File: config.mk
export PLATFORM = sky130hd
export DESIGN_NAME = fetch_queue
export DESIGN_NICKNAME = d
export VERILOG_FILES = /design/src/rtl/fetch_queue.sv
export SDC_FILE = /design/constraint.sdc
export NUM_CORES = 1
export LEC_CHECK = 0
export CAP_MARGIN = 10
export CORE_ASPECT_RATIO = 1.25
export CORE_UTILIZATION = 56
export DETAILED_ROUTE_END_ITERATION = 8
export PLACE_DENSITY = 0.83
export SETUP_SLACK_MARGIN = 0.2
export SLEW_MARGIN = 5
export SYNTH_ARGS = -nofsm -noshare
export SYNTH_HDL_FRONTEND = slang
export SYNTH_HIERARCHICAL = 1
export SYNTH_SLANG_ARGS = --single-unit
File: constraint.sdc
create_clock -name clock -period 3.8 [get_ports clock]
set_clock_uncertainty 0.2 [all_clocks]
set_input_delay 0.76 -clock clock [delete_from_list [all_inputs] [get_ports clock]]
set_output_delay 0.76 -clock clock [all_outputs]
set_load 0.05 [all_outputs]
File: src/rtl/fetch_queue.sv
// fetch_queue: sequential instruction fetch front-end with an in-order
// response buffer feeding the IF/ID register. A taken branch redirects the
// fetch stream and discards everything buffered or still in flight.

// One queue slot: holds the fetch PC, the returned instruction and a filled
// flag. Allocation, fill and pop never target the same slot in one cycle.
module fq_slot (
  input  logic        clk,
  input  logic        rst_n,
  input  logic        clr_i,
  input  logic        alloc_i,
  input  logic [63:0] alloc_pc_i,
  input  logic        fill_i,
  input  logic [31:0] fill_data_i,
  input  logic        pop_i,
  output logic [63:0] pc_o,
  output logic [31:0] instr_o,
  output logic        filled_o
);

  logic [63:0] pc_q, pc_d;
  logic [31:0] instr_q, instr_d;
  logic        filled_q, filled_d;

  // Slot next state; a clear (redirect) wins over any other update.
  always_comb begin
    pc_d     = pc_q;
    instr_d  = instr_q;
    filled_d = filled_q;
    if (clr_i) begin
      pc_d     = '0;
      instr_d  = '0;
      filled_d = 1'b0;
    end else begin
      if (alloc_i) begin
        pc_d     = alloc_pc_i;
        filled_d = 1'b0;
      end
      if (fill_i) begin
        instr_d  = fill_data_i;
        filled_d = 1'b1;
      end
      if (pop_i) begin
        filled_d = 1'b0;
      end
    end
  end

  // Slot registers.
  always_ff @(posedge clk or negedge rst_n) begin
    if (!rst_n) begin
      pc_q     <= '0;
      instr_q  <= '0;
      filled_q <= 1'b0;
    end else begin
      pc_q     <= pc_d;
      instr_q  <= instr_d;
      filled_q <= filled_d;
    end
  end

  assign pc_o     = pc_q;
  assign instr_o  = instr_q;
  assign filled_o = filled_q;

endmodule

module fetch_queue #(
  parameter int          DEPTH    = 4,
  parameter logic [63:0] PC_RESET = 64'h0
) (
  input  logic                     clock,
  input  logic                     reset,
  input  logic                     redirect,
  input  logic [63:0]              redirect_pc,
  output logic                     imem_req_valid,
  output logic [63:0]              imem_req_addr,
  input  logic                     imem_req_ready,
  input  logic                     imem_resp_valid,
  input  logic [31:0]              imem_resp_data,
  output logic                     out_valid,
  output logic [63:0]              out_pc,
  output logic [31:0]              out_instruction,
  input  logic                     out_ready,
  output logic [$clog2(DEPTH):0]   occupancy
);

  localparam int PW = $clog2(DEPTH);
  localparam int CW = PW + 1;

  typedef logic [PW-1:0] ptr_t;
  typedef logic [CW-1:0] cnt_t;

  localparam cnt_t DEPTH_C = cnt_t'(DEPTH);

  logic [63:0] req_pc_q, req_pc_d;
  ptr_t        alloc_ptr_q, alloc_ptr_d;
  ptr_t        fill_ptr_q, fill_ptr_d;
  ptr_t        head_ptr_q, head_ptr_d;
  cnt_t        used_q, used_d;
  cnt_t        inflight_q, inflight_d;
  cnt_t        drop_q, drop_d;

  logic [DEPTH-1:0][63:0] slot_pc;
  logic [DEPTH-1:0][31:0] slot_instr;
  logic [DEPTH-1:0]       slot_filled;

  logic req_fire, resp_fire, resp_keep, out_fire, head_filled;

  // Low bits of the branch target are forced to zero, so they are never read.
  logic unused_rpc;
  assign unused_rpc = ^redirect_pc[1:0];

  // Request channel; held low while reset is asserted so nothing issues early.
  always_comb begin
    imem_req_valid = reset && !redirect && (used_q < DEPTH_C) && (inflight_q < DEPTH_C);
    imem_req_addr  = req_pc_q;
  end

  // Handshake decode and head presentation. The head view is zero whenever
  // the head slot is empty, so reset drives the data outputs to zero too.
  always_comb begin
    req_fire        = imem_req_valid && imem_req_ready;
    resp_fire       = imem_resp_valid;
    resp_keep       = resp_fire && !redirect && (drop_q == '0);
    head_filled     = slot_filled[head_ptr_q];
    out_valid       = !redirect && head_filled;
    out_pc          = head_filled ? slot_pc[head_ptr_q]    : 64'h0;
    out_instruction = head_filled ? slot_instr[head_ptr_q] : 32'h0;
    out_fire        = out_valid && out_ready;
    occupancy       = used_q;
  end

  // Pointer and counter next state. A redirect restarts everything and turns
  // every outstanding response, including one arriving now, into a drop.
  always_comb begin
    req_pc_d    = req_pc_q;
    alloc_ptr_d = alloc_ptr_q;
    fill_ptr_d  = fill_ptr_q;
    head_ptr_d  = head_ptr_q;
    used_d      = used_q;
    inflight_d  = inflight_q;
    drop_d      = drop_q;
    if (redirect) begin
      req_pc_d    = {redirect_pc[63:2], 2'b00};
      alloc_ptr_d = '0;
      fill_ptr_d  = '0;
      head_ptr_d  = '0;
      used_d      = '0;
      inflight_d  = inflight_q - cnt_t'(resp_fire);
      drop_d      = inflight_q - cnt_t'(resp_fire);
    end else begin
      if (req_fire) begin
        req_pc_d    = req_pc_q + 64'd4;
        alloc_ptr_d = alloc_ptr_q + ptr_t'(1);
      end
      if (resp_fire) begin
        if (drop_q != '0) drop_d = drop_q - cnt_t'(1);
        else              fill_ptr_d = fill_ptr_q + ptr_t'(1);
      end
      if (out_fire) begin
        head_ptr_d = head_ptr_q + ptr_t'(1);
      end
      used_d     = used_q + cnt_t'(req_fire) - cnt_t'(out_fire);
      inflight_d = inflight_q + cnt_t'(req_fire) - cnt_t'(resp_fire);
    end
  end

  // Control state registers.
  always_ff @(posedge clock or negedge reset) begin
    if (!reset) begin
      req_pc_q    <= PC_RESET;
      alloc_ptr_q <= '0;
      fill_ptr_q  <= '0;
      head_ptr_q  <= '0;
      used_q      <= '0;
      inflight_q  <= '0;
      drop_q      <= '0;
    end else begin
      req_pc_q    <= req_pc_d;
      alloc_ptr_q <= alloc_ptr_d;
      fill_ptr_q  <= fill_ptr_d;
      head_ptr_q  <= head_ptr_d;
      used_q      <= used_d;
      inflight_q  <= inflight_d;
      drop_q      <= drop_d;
    end
  end

  // Slot array; each slot decodes its own alloc/fill/pop strobes.
  for (genvar i = 0; i < DEPTH; i++) begin : g_slot
    fq_slot u_slot (
      .clk         (clock),
      .rst_n       (reset),
      .clr_i       (redirect),
      .alloc_i     (req_fire  && (alloc_ptr_q == ptr_t'(i))),
      .alloc_pc_i  (req_pc_q),
      .fill_i      (resp_keep && (fill_ptr_q  == ptr_t'(i))),
      .fill_data_i (imem_resp_data),
      .pop_i       (out_fire  && (head_ptr_q  == ptr_t'(i))),
      .pc_o        (slot_pc[i]),
      .instr_o     (slot_instr[i]),
      .filled_o    (slot_filled[i])
    );
  end

  // Structural invariants of the counters and the memory protocol.
  a_used_bound: assert property (@(posedge clock) disable iff (!reset)
    used_q <= DEPTH_C);
  a_inflight_bound: assert property (@(posedge clock) disable iff (!reset)
    inflight_q <= DEPTH_C);
  a_drop_le_inflight: assert property (@(posedge clock) disable iff (!reset)
    drop_q <= inflight_q);
  a_no_unsolicited_resp: assert property (@(posedge clock) disable iff (!reset)
    !(imem_resp_valid && (inflight_q == '0)));

endmodule

# ---- Word level (Yosys, flattened, before mapping)
# Cells that the tools add are included.
# Widths: inputs -> output; s select.
dict set report word_totals {
  ff_bits 467
  latchBits 0
  mem_bits_rw 0
  rom_bits 0
  inputBits 102
  out_inout_bits 165
  wordCells 140
  n_memories 0
}
dict set report classes {
  add_sub_neg 10
  mul 0
  div_mod_pow 0
  order_cmp 3
  eq_ne 10
  n_shift 0
  muxes 54
  bitwise 0
  n_reduce_logical 44
}
# op count
set ops {}
lappend ops {{$mux 64} 12}
lappend ops {{$mux 32} 10}
lappend ops {{$bmux 64 s2} 1}
lappend ops {{$add 64x3->64 const B} 1}
lappend ops {{$bmux 32 s2} 1}
lappend ops {{$reduce_bool 2->1} 12}
lappend ops {{$logic_and 1x1->1} 20}
lappend ops {{$mux 1} 17}
lappend ops {{$reduce_bool 4->1} 4}
lappend ops {{$mux 3} 5}
lappend ops {{$mux 2} 7}
lappend ops {{$eq 2x2->1 const B} 6}
lappend ops {{$sub 3x1->3} 3}
lappend ops {{$add 2x1->2 const B} 3}
lappend ops {{$add 3x1->3} 2}
lappend ops {{$eq 2x1->1 const B} 3}
lappend ops {{$logic_not 2->1} 3}
lappend ops {{$lt 3x3->1 const B} 2}
lappend ops {{$reduce_and 2->1} 2}
lappend ops {{$logic_not 3->1} 1}
lappend ops {{$lt 2x3->1 const B} 1}
lappend ops {{$reduce_bool 3->1} 1}
lappend ops {{$sub 3x1->3 const B} 1}
lappend ops {{$bmux 1 s2} 1}
lappend ops {{other kinds (2)} 2}

# ---- Depth between registers and ports, before layout
dict set report depth {
  ltp_word 10
  mapped_depth 11
}

# ---- Cells and area by module
# The synthesis kept the hierarchy.
# mod instances cells_per_inst area_per_inst_um2 seq_area_each_um2
set by_module_without_submodules {}
lappend by_module_without_submodules {fq_slot 4 314 3971.3 2427.3}
lappend by_module_without_submodules {fetch_queue 1 828 8047.7 1926.8}

# ---- Worst setup path before layout
# OpenSTA, ideal clock, no wires.
dict set report synth_path {
  kind {input-to-reg}
  from {input redirect}
  to {register inflight_q[2]}
  setup_ps 79
  arrival_time_ps 3700
  t_required_ps 3521
  setup_slack_ps -179
  path_stages 11
  n_path_buf 1
  cell_sequence {nor4b_2 > and2_1 > buf_2 > inv_1 > ha_1 > inv_1 > ha_1 > fa_1 > xor2_1 > o21ai_0 > xor2_1}
}
dict set report synth_via {
  elab_chain_len 8
}
# item line_no
set synth_rtl {}
lappend synth_rtl {{start: declaration} 74} ;# input logic redirect,
lappend synth_rtl {{$logic_not 1->1} 116} ;# imem_req_valid = reset && !redirect && (used_q < DEPTH_C) && (inflight_q < DEPTH_C);
lappend synth_rtl {{$logic_and 1x1->1 (3 in series)} 116}
lappend synth_rtl {{$logic_and 1x1->1} 123} ;# req_fire = imem_req_valid && imem_req_ready;
lappend synth_rtl {{$add 3x1->3} 165} ;# inflight_d = inflight_q + cnt_t'(req_fire) - cnt_t'(resp_fire);
lappend synth_rtl {{$sub 3x1->3} 165}
lappend synth_rtl {{$mux 3 (*)} 144} ;# if (redirect) begin
lappend synth_rtl {{net inflight_d[2]} 101} ;# cnt_t inflight_q, inflight_d;
lappend synth_rtl {{end signal: assignment} 185} ;# inflight_q <= inflight_d;
lappend synth_rtl {{end: declaration} 101}
# Mark *: on every way through the listed nets, which the timed path passes. The rest lies on a longest branch.
# A chain may end at the register's enable or synchronous reset.

# ---- Final worst setup path
dict set report layout_path {
  from {register head_ptr_q[1]}
  to {output out_pc[54]}
}
dict set report layout_via {
  elab_chain_len 3
  word_cells_on_any_way 5
  cone_classes {5 x mux}
}
# item line_no
set layout_rtl {}
lappend layout_rtl {{start: declaration} 99} ;# ptr_t head_ptr_q, head_ptr_d;
lappend layout_rtl {{start signal: assignment} 183} ;# head_ptr_q <= head_ptr_d;
lappend layout_rtl {{$bmux 64 s2 or $bmux 1 s2 (tied branches)} {128, 126}}
lappend layout_rtl {{$mux 64 (not written as such) or $mux 1 (tied branches)} {128, 126}}
lappend layout_rtl {{$mux 64 (*)} 128} ;# out_pc = head_filled ? slot_pc[head_ptr_q] : 64'h0;
lappend layout_rtl {{end: declaration} 82} ;# output logic [63:0] out_pc,
# Mark *: on every way between the ends. The rest lies on a longest branch, timed or not. The select of a mux whose other input is x is not followed.

==> flow_metrics.tcl <==
set metrics [dict create \
    status "complete, no violations" \
    timing.final.max_slew_violations 0 \
    maxCapViolations 0 \
    final.min_clock_period_ns 3.53 \
    grt-ovfl-total 0 \
    ctsRootBufferMaster "sky130_fd_sc_hd__clkbuf_16" \
    setup.worst_path.end_class "primary output" \
    synth_flop_cell "sky130_fd_sc_hd__dfrtp_1" \
    dieArea_sq_um 43600 \
    cts.path.max_buffers 3 \
    yosys-top-cells-area "sky130_fd_sc_hd__dfrtp_1, sky130_fd_sc_hd__mux2i_1, sky130_fd_sc_hd__mux4_2, sky130_fd_sc_hd__nor2_1, sky130_fd_sc_hd__nor2b_1" \
    crit_fanout 42 \
    firstDrtPassIters 5 \
    timing.final.crit_share_pct 93.0 \
    final_layout_size_suffix_gt1_share_pct 14.9 \
    grtUsageTotal_pct 29.0 \
    power_density_nw_per_um2 413 \
    die_width_microns 187 \
    worstSetupStartpointType "flop" \
    number_of_flops_mapped_to_enable_cells_by_yosys 0 \
    synth_area_leader_cell "sky130_fd_sc_hd__dfrtp_1" \
    pin_count 267 \
    detailedPlacementHpwl_microns 39800 \
    timing.fmax_mhz 283 \
    synth-seq-area-share_pct 48.6 \
    post_drt_wl_per_cell_microns 21.8 \
    gp_congestion 0.878 \
    min-delay-path-class "flop to flop" \
    fin_cells 2896 \
    grt_pass1_vias 18263 \
    setup_viol 0 \
    ir_drop_mv 0.362 \
    core.rowCount 84 \
    tritoncts "built" \
    layout.nets 2426 \
    top_cells_by_instance_count_after_synthesis "sky130_fd_sc_hd__dfrtp_1, sky130_fd_sc_hd__nor2_1, sky130_fd_sc_hd__mux2i_1" \
    number_of_distinct_standard_cells_referenced_by_the_synthesized_netlist 57 \
    final_core_utilization_pct 68.7 \
    postSynthAreaPerCell_sq_um 11.5 \
    vias_per_cell 6.05 \
    placed_cells_incl_taps 2809 \
    worst-setup-path-type "flop to primary output" \
    max_slew.worst_pin.slew_ns 1.04 \
    setup_total_negative_slack_ns 0 \
    drt-initial-drc-count 1462 \
    unrepaired_setup_endpoints_after_global_routing "yes" \
    worst_slew_slack_as_a_fraction_of_its_limit_pct 30.4 \
    synth-warning-count 6 \
    area.growth.synth_to_final_pct 21.0 \
    floorplan.initialDensity_pct 56.8 \
    cts.htree.levels 2 \
    via_count_of_the_routed_design 17518 \
    cts_buffers 47 \
    synth_most_common_cell "sky130_fd_sc_hd__dfrtp_1" \
    grt_start_max_net_pins 226 \
    clk_transition_reported_paths_ns 0.06 \
    report.final.hold_viol_count 0 \
    clk_latency_ns 0.57 \
    synth-async-reset-ratio_pct 100 \
    die_height_microns 233 \
    synth_cells 2084 \
    worst_ep_arrival_time_ns 2.57 \
    ant_nets 0 \
    worst-endpoint-required_ns 2.84 \
    first_pass_grt_wire_length_microns 99400 \
    synthesis.area_sq_um 23900 \
    placement.io_buffers 262 \
    number_of_antenna_violations_at_the_first_check_in_global_routing 1 \
    core_region_area_sq_um 42100 \
    cts.sinks 465 \
    p_leak_uw 0.0117 \
    remaining_drc_errors 0 \
    ys_seq_elements 465 \
    netlist.area_leader.share_pct 48.6 \
    routed_wl_microns 63000 \
]
-- cell families after synthesis --
group / after synthesis / share of synthesized area, %
simple gates: 789 / 15.5
mux: 495 / 25.7
fa+ha+maj: 23 / 1.27
other cells: 1 / 0.0157
xor+xnor: 33 / 1.21
flops: 465 / 48.6
compound gates: 100 / 2.70
buf+inv: 178 / 4.91
-- timing repair --
action                                  4_1_cts  5_1_grt
buffers inserted                              0        1
resized for setup                             1        3
hold buffers                                  1        0
endpoints found under the setup margin       65       78
pin swaps                                     0        0
endpoints found under the hold margin         2        0
-- cell usage in the layout (no fill, tap or decap), drive strengths merged, types with 16 or more instances in the layout --
| cell type | netlist | layout |
|---|---|---|
| nand3 | 40 | 40 |
| dfrtp | 465 | 465 |
| clkbuf | 68 | 67 |
| and3 | 17 | 17 |
| nand2 | 83 | 83 |
| nor4 | 17 | 17 |
| nor2b | 104 | 104 |
| clkdlybuf4s50 | 0 | 162 |
| nor2 | 419 | 419 |
| mux2i | 395 | 395 |
| mux4 | 96 | 96 |
| nand4 | 32 | 32 |
| xor2 | 16 | 16 |
| inv | 24 | 25 |
| xnor2 | 17 | 17 |
| ha | 21 | 21 |
| o21ai | 35 | 35 |
| and2 | 18 | 18 |
| buf | 85 | 149 |
-- stage by stage --
step | instance area [sq um] | setup slack (ns) | hold slack (ns) | power, uW
4_1_cts | 28900 | 0.0708 | 0.322 | 12000
5_1_grt | 29000 | 0.192 | 0.342 | 12400
3_5_place_dp | 27200 | 0.443 | 0.304 | 7050
6_report | 29000 | 0.265 | 0.315 | 12000
3_3_place_gp | 27200 | 0.463 | 0.296 | 6990
2_1_floorplan | 24000 | 0.227 | 0.264 | 6360
-- area by class of cell --
cell class,instances,area (sq um)
antenna,1,2.50
fill,2955,13200
clock buffer,67,1400
clock inverter,17,267
inverter,25,93.8
sequential,465,11600
multi-input combinational,1450,11200
tap,559,699
timing repair buffer,312,3630
-- state kept, by name, summed over array words and instances, names as in the netlist, 3 cells and up --
register,flops
g_slot.u_slot/instr_o,128
inflight_q,3
occupancy,3
drop_q,3
imem_req_addr,62
g_slot.u_slot/filled_o,4
g_slot.u_slot/pc_o,256
-- path summary, 6_finish.rpt --
check                                                    startpoint                                        to  slack [ns]  cells after the start
setup reg to reg                          head_ptr_q[1]$_DFFE_PN0P_                    occupancy[2]$_DFF_PN0_        0.69                     10
max in group asynchronous                                     reset     g_slot[2].u_slot/pc_o[46]$_DFFE_PN0P_        1.17                      4
hold / removal             g_slot[2].u_slot/instr_o[24]$_DFFE_PN0P_  g_slot[2].u_slot/instr_o[24]$_DFFE_PN0P_        0.32                      2
setup / recovery                          head_ptr_q[1]$_DFFE_PN0P_                                out_pc[54]        0.27                      5
hold reg to reg            g_slot[2].u_slot/instr_o[24]$_DFFE_PN0P_  g_slot[2].u_slot/instr_o[24]$_DFFE_PN0P_        0.32                      2
min in group asynchronous                                     reset                alloc_ptr_q[0]$_DFFE_PN0N_        0.39                      2
-- where the power goes --
group          total [uW]  leakage [uW]  internal, uW  switching [uW]
sequential           5400       0.00633          5110             290
combinational        1580       0.00455           620             962
clock                4980      0.000826          3040            1950
total               12000        0.0117          8770            3200
-- per-layer routing --
layer	GRT usage (%)	share of wire, %
met4	14.0	4.5
met5	0	0
met2	48.8	50
met3	5.83	7.1
met1	36.0	38
-- worst max-delay path, cell delays in order, from the launching register on --
cell and delay, ns:
sky130_fd_sc_hd__dfrtp_4 0.59, sky130_fd_sc_hd__mux2i_1 0.17, sky130_fd_sc_hd__mux2_8 0.45, sky130_fd_sc_hd__buf_12 0.24
sky130_fd_sc_hd__nor2b_1 0.35, sky130_fd_sc_hd__buf_12 0.19
(Power assumes the default switching activity.)
